==> src/rtl/matrix_frame_sequencer.sv <==
// matrix_frame_sequencer
// Streams one LED-matrix frame from a synchronous-read frame buffer into a
// multi-lane SPI transmitter, one word at a time, then holds a latch gap and
// hands the buffer back upstream.
//
// Ports:
//   clk, rst          clock; asynchronous active-high reset
//   enable            frame starts allowed (looked at only while idle)
//   frame_valid       upstream buffer holds a complete frame
//   frame_done        one-cycle pulse once the frame is out and the gap elapsed
//   busy              high whenever a frame is in progress
//   error             sticky: transmitter never went busy after a start
//   rd_en, rd_addr    buffer read strobe / address (data returns next cycle)
//   rd_data           buffer read data, lane i at [i*SPI_SIZE +: SPI_SIZE]
//   tx_data           word presented to the transmitter, same lane packing
//   tx_start          one-cycle start pulse to the transmitter
//   tx_idle           transmitter idle indication
module matrix_frame_sequencer #(
    parameter int CHANNEL_NUMBER  = 3,
    parameter int SPI_SIZE        = 8,
    parameter int BYTES_PER_FRAME = 384,
    parameter int ADDR_WIDTH      = $clog2(BYTES_PER_FRAME),
    parameter int GAP_CYCLES      = 64,
    parameter int BUSY_TIMEOUT    = 15
) (
    input  logic                               clk,
    input  logic                               rst,
    input  logic                               enable,
    input  logic                               frame_valid,
    output logic                               frame_done,
    output logic                               busy,
    output logic                               error,
    output logic                               rd_en,
    output logic [ADDR_WIDTH-1:0]              rd_addr,
    input  logic [CHANNEL_NUMBER*SPI_SIZE-1:0] rd_data,
    output logic [CHANNEL_NUMBER*SPI_SIZE-1:0] tx_data,
    output logic                               tx_start,
    input  logic                               tx_idle
);

    localparam int DW      = CHANNEL_NUMBER * SPI_SIZE;
    // One counter serves both the busy timeout and the latch gap.
    localparam int CNT_MAX = (GAP_CYCLES > BUSY_TIMEOUT) ? GAP_CYCLES : BUSY_TIMEOUT;
    localparam int CW      = $clog2(CNT_MAX + 1);

    localparam logic [ADDR_WIDTH-1:0] LAST_IDX  = ADDR_WIDTH'(BYTES_PER_FRAME - 1);
    localparam logic [CW-1:0]         BUSY_LAST = CW'(BUSY_TIMEOUT - 1);
    localparam logic [CW-1:0]         GAP_LAST  = CW'(GAP_CYCLES - 1);

    localparam logic [2:0] S_IDLE      = 3'd0;
    localparam logic [2:0] S_FETCH     = 3'd1;
    localparam logic [2:0] S_WAIT_DATA = 3'd2;
    localparam logic [2:0] S_START     = 3'd3;
    localparam logic [2:0] S_WAIT_BUSY = 3'd4;
    localparam logic [2:0] S_WAIT_IDLE = 3'd5;
    localparam logic [2:0] S_GAP       = 3'd6;
    localparam logic [2:0] S_DONE      = 3'd7;

    logic [2:0]            state_q, state_d;
    logic [ADDR_WIDTH-1:0] index_q, index_d;
    logic [CW-1:0]         cnt_q, cnt_d;
    logic [DW-1:0]         tx_data_q, tx_data_d;
    logic                  error_q, error_d;

    always_comb begin
        state_d   = state_q;
        index_d   = index_q;
        cnt_d     = cnt_q;
        tx_data_d = tx_data_q;
        error_d   = error_q;
        case (state_q)
            S_IDLE: begin
                if (enable && frame_valid && !error_q) begin
                    state_d = S_FETCH;
                    index_d = '0;
                end
            end
            S_FETCH:     state_d = S_WAIT_DATA;
            S_WAIT_DATA: begin
                // Latched once per word so the transmitter sees a stable word
                // no matter what the buffer port does afterwards.
                tx_data_d = rd_data;
                state_d   = S_START;
            end
            S_START: begin
                cnt_d   = '0;
                state_d = S_WAIT_BUSY;
            end
            S_WAIT_BUSY: begin
                // A word only completes on idle going low then high again;
                // an idle level seen at start is not taken as completion.
                if (!tx_idle) begin
                    state_d = S_WAIT_IDLE;
                end else if (cnt_q == BUSY_LAST) begin
                    error_d = 1'b1;
                    index_d = '0;
                    state_d = S_IDLE;
                end else begin
                    cnt_d = cnt_q + CW'(1);
                end
            end
            S_WAIT_IDLE: begin
                if (tx_idle) begin
                    if (index_q == LAST_IDX) begin
                        cnt_d   = '0;
                        state_d = S_GAP;
                    end else begin
                        index_d = index_q + ADDR_WIDTH'(1);
                        state_d = S_FETCH;
                    end
                end
            end
            S_GAP: begin
                if (cnt_q == GAP_LAST) state_d = S_DONE;
                else                   cnt_d   = cnt_q + CW'(1);
            end
            S_DONE: begin
                index_d = '0;
                state_d = S_IDLE;
            end
            default: state_d = S_IDLE;
        endcase
    end

    always_ff @(posedge clk or posedge rst) begin
        if (rst) begin
            state_q   <= S_IDLE;
            index_q   <= '0;
            cnt_q     <= '0;
            tx_data_q <= '0;
            error_q   <= 1'b0;
        end else begin
            state_q   <= state_d;
            index_q   <= index_d;
            cnt_q     <= cnt_d;
            tx_data_q <= tx_data_d;
            error_q   <= error_d;
        end
    end

    // Outputs decode straight from registered state so reset clears them at once.
    assign rd_en      = (state_q == S_FETCH);
    assign rd_addr    = index_q;
    assign tx_start   = (state_q == S_START);
    assign frame_done = (state_q == S_DONE);
    assign busy       = (state_q != S_IDLE);
    assign tx_data    = tx_data_q;
    assign error      = error_q;

endmodule

==> config.mk <==
export PLATFORM = sky130hd
export DESIGN_NAME = matrix_frame_sequencer
export DESIGN_NICKNAME = d
export VERILOG_FILES = /design/src/rtl/matrix_frame_sequencer.sv
export SDC_FILE = /design/constraint.sdc
export NUM_CORES = 1
export LEC_CHECK = 0
export CAP_MARGIN = 20
export CORE_ASPECT_RATIO = 1.4
export CORE_UTILIZATION = 50
export CTS_BUF_LIST = sky130_fd_sc_hd__clkbuf_4
export DETAILED_ROUTE_END_ITERATION = 6
export HOLD_SLACK_MARGIN = 0.15
export PLACE_DENSITY_LB_ADDON = 0.25
export REMOVE_ABC_BUFFERS = 1
export SLEW_MARGIN = 15
export SYNTH_ARGS = -nofsm -noshare
export SYNTH_HDL_FRONTEND = slang
export SYNTH_SLANG_ARGS = --single-unit
==> constraint.sdc <==
create_clock -name clk -period 5 [get_ports clk]
set_input_delay 1 -clock clk [delete_from_list [all_inputs] [get_ports clk]]
set_output_delay 1 -clock clk [all_outputs]
set_load 0.03 [all_outputs]
* Yosys cells after proc, flatten, opt, wreduce, memory -nomap -nowiden *
Cells that the tools add are included.

storage, ports and cells
  bits in registers = 44
  input port bits = 29
  output and inout bits = 38

operators by class
  add/sub/neg operators = 2
  eq/ne operators = 20
  muxes and demuxes = 19
  reductions and logical operators = 11

operator list
  kind                   number
  $mux W9                5
  $pmux W9 S4            1
  $mux W7                5
  $pmux W7 S4            1
  $pmux W3 S8            1
  $mux W3                6
  $ne A2 B2 Y1 const B   9
  $eq A3 B3 Y1 const B   4
  $reduce_and A6 Y1      2
  $add A9 B1 Y9 const B  1
  $eq A9 B9 Y1 const B   1
  $reduce_bool A4 Y1     2
  $add A7 B1 Y7 const B  1
  $eq A7 B4 Y1 const B   1
  $eq A7 B6 Y1 const B   1
  $eq A3 B2 Y1 const B   2
  $reduce_and A4 Y1      1
  $eq A3 B1 Y1 const B   1
  $logic_not A3 Y1       1
  $ne A3 B3 Y1 const B   1
  $reduce_and A3 Y1      1
  $reduce_bool A3 Y1     1
  $logic_and A1 B1 Y1    2
  $logic_not A1 Y1       1

* Longest topological paths before layout *
  depth in word-level cells = 4
  gate-level depth with buffers = 8
  mapped depth without buffers = 7

* Least setup slack after synthesis *
OpenSTA, ideal clock, no wires.

  path kind = reg-to-output
  from = register state_q[0]
  to = output rd_en
  arrival time = 1.257 ns
  setup slack = 2.743 ns
  cell stages (with the launch flop) = 5
  cell sequence = dfrtp_1 buf_2 buf_1 nand2b_1 nor2_1

on the way
  longest elaborated chain between the ends = 1

RTL lines
  what                    RTL line  RTL
  from (decl)             59        logic [2:0] state_q, state_d;
  from (signal assigned)  133       state_q <= state_d;
  $eq A3 B1 Y1            142       assign rd_en = (state_q == S_FETCH);
  to (decl)               33        output logic rd_en,

Every way passes these cells.

* Final worst setup path *
  from = register state_q[0]
  to = output busy

on the way
  longest elaborated chain between the ends = 1

RTL lines
  what                RTL line  RTL
  $reduce_bool A3 Y1  146       assign busy = (state_q != S_IDLE);
  to (decl)           31        output logic busy,

Every way passes these cells.

==> results.toml <==
[detailed_routing]
highest_layer = "met4"
wire_per_inst_microns = 15.0
ant_nets = 0
vias = 1767
wirelength_microns = 4590
drt_iter0_drc = 56
wl_met2_microns = 2400
avgViaCountPerCell = 5.76
drc_errors = 10
wl_met3_microns = 211
firstDrtPassIters = 6
wl_met1_microns = 1910

[yosys]
synth_seq_cells = 44
synthCells = 199
syn_area_per_cell_sq_um = 10.7
synthXorXnorAreaFrac_pct = 0.413
netlist_area_sq_um = 2120
yosysWarnings = 0
yosys.area.top_type_share_pct = 51.9
seq_area_frac_synth_pct = 51.9
synth_mux_area_share_pct = 12.7
synthAdderAreaFrac_pct = 1.77
synth-compound-area-share_pct = 16.3
yosys-top-cells-area = "dfrtp_1 (52%), mux2_2 (13%), nand2_1 (3.5%)"
yosysTopAreaCell = "dfrtp_1"
synth_top_family_by_area = "compound AO/OA/AOI/OAI gates"
synthSimpleGateAreaFrac_pct = 14.1
synthDistinctLibCells = 43

[die]
pin_count = 67
dieWidth_microns = 57.0
coreArea_sq_um = 3990
die_h_microns = 79.1
start_util_pct = 53.2
fp.dieArea_sq_um = 4510
num_rows = 27

[grt]
grt_first_pass_wirelength_microns = 7670
track_usage_pct = 22.0
overflow = 0
antenna_found_initial = 0
grt_pass1_vias = 1653
grt_start_max_net_pins = 45

[pwr]
p_clk_share_pct = 9.5
power.share.switching_pct = 42.6
pwr-share-seq_pct = 36.2
comb_power_share_pct = 54.3
p_switching_uw = 716
peakVddDrop_mv = 0.360
fin_total_pwr_mw = 1.68
p_leak_nw = 1.17
p_per_area_nw_per_um2 = 584
p_int_uw = 964

[final_layout]
nets = 296
fillers = 311
layout_common_cells = "clkdlybuf4s50_1 (66), dfrtp_1 (44), mux2_2 (24), nand2_1 (20), nor2_1 (13)"
diodes = 0
final_common_cell = "clkdlybuf4s50_1"
seq_area_sq_um = 1100
syn_to_final_growth_pct = 35.8
multi_input_area_sq_um = 963
stdcell_count = 307
layout-drive-gt1-share_pct = 15.2

[setup_path]
crit_required_ps = 4000
start_kind = "flop"
cpPeakStageDelay_ps = 610
worstPathArrival_ps = 2000
worstSetupEndpointType = "primary output"
cpMaxStageDelayCell = "clkdlybuf4s50_1"
critPathKind = "flop to primary output"
critPathMaxFanout = 20
crit_chain = "nor3_1 > inv_1 > clkdlybuf4s50_1"

[clock_tree]
clkSinkCount = 44
cts_buffer_depth = 2
cts-resized-gates = 0
cts_hold_repair.buffers = 0
cts_buffers = 5
path_clk_slew_ps = 110
post-cts-setup-buffers = 0
cts_tree = "built"
insertion_delay_ps = 340
clockRootBuffer = "clkbuf_4"
htreeDepth = 2

[sta]
skew_ps = 6.39
tns_ps = 0
fmaxAchievable_mhz = 333
worstMarginPinSlew_ps = 633
fin_crit_ps = 3000
fin_crit_sh_pct = 60.0
finalMaxSlewViolations = 0
setup_violations = 0
slew-limit-headroom_pct = 57.7
hold-worst-slack_ps = 516
rsz0062_at_grt = "no"
hold_viol_final = 0
fin_ws_ps = 2000

[worst_hold_path]
hp-class = "flop to flop"

[placement]
dp_slack_ps = 2360
routabilityCongestion = 0.770
placed_cells = 300
hpwl_microns = 3400
portBuffers = 66

[run_status]
status = "complete, but fails checks"
violations = "DRC"

[run]
max_cap_violations = 0
==> worst max-delay path: cells and delay by family, from the launching register on <==
| family | cells | cell delay, ps |
|---|---|---|
| buffers and inverters | 2 | 710 |
| DFF | 1 | 600 |
| and+or+nand+nor | 1 | 350 |
==> sequential cells by signal, summed over array words and instances (netlist names) <==
signal	cells
tx_data	24
rd_addr	9
cnt_q	7
state_q	3
error	1
==> synth_stat cells, drive strengths merged <==
| library cell | number |
|---|---|
| o22a | 1 |
| nand3 | 5 |
| nand4 | 1 |
| a31o | 2 |
| o22ai | 1 |
| nor3 | 3 |
| inv | 4 |
| a21oi | 12 |
| o21a | 2 |
| mux2 | 24 |
| o211ai | 4 |
| nor3b | 1 |
| a21o | 1 |
| clkbuf | 4 |
| a31oi | 7 |
| and3 | 2 |
| nor4 | 1 |
| and4 | 1 |
| or2 | 2 |
| a21boi | 1 |
| a32oi | 1 |
| nor2b | 2 |
| buf | 6 |
| o41ai | 1 |
| nor2 | 14 |
| dfrtp | 44 |
| a2bb2oi | 1 |
| or3 | 1 |
| o21ai | 10 |
| and2 | 2 |
| xor2 | 1 |
| nand2b | 3 |
| a41oi | 5 |
| nand2 | 20 |
| nand4b | 2 |
| ha | 3 |
| nand3b | 1 |
| a32o | 1 |
| o311ai | 1 |
| o31a | 1 |
==> routing by layer <==
metal | vias to the layer above | track usage (%)
li1 | 857 | -
met1 | 853 | 26.8
met2 | 48 | 38.0
met3 | 9 | 4.56
met4 | 0 | 8.05
met5 | - | 0
==> through the flow <==
step                instance area (sq um)  util [%]
detailed placement                   2830      71.0
floorplan                            2080         -
finish                               2880      72.2
global placement                     2800      70.3
global route                         2880      72.2
CTS                                  2880      72.2
==> cell families after synthesis <==
kind of cell / Yosys count
buf+inv: 14
flops: 44
compound gates: 52
fa+ha+maj: 3
mux: 24
simple gates: 61
xor+xnor: 1
==> final timing paths <==
check                      startpoint     endpoint  slack [ps]  cells past startpoint
max reg2reg                rd_addr[0]     cnt_q[3]        2780                      6
max in group asynchronous         rst   rd_addr[1]        3540                      3
min in group asynchronous         rst  tx_data[11]        1080                      3
min reg2reg                tx_data[8]   tx_data[8]         520                      1
max                        state_q[0]         busy        2000                      3
min                        tx_data[8]   tx_data[8]         520                      1
==> area by class of cell <==
cell class | instances | share of cell area (%)
clock buffer | 6 | 1.56
clock inverter | 1 | 0.174
inverter | 4 | 0.522
multi-input combinational | 141 | 33.5
sequential | 44 | 38.2
tap | 43 | 1.87
timing repair buffer | 68 | 24.2
==> power by group through the flow <==
stage	Clock, mW	Sequential, mW	Combinational (mW)
detailed placement	0	0.617	0.917
floorplan	0	0.813	0.348
global route	0.176	0.634	0.971
finish	0.159	0.609	0.912
CTS	0.166	0.608	0.919
global placement	0	0.607	0.891
No activity file was read; power rests on OpenSTA's default activity.
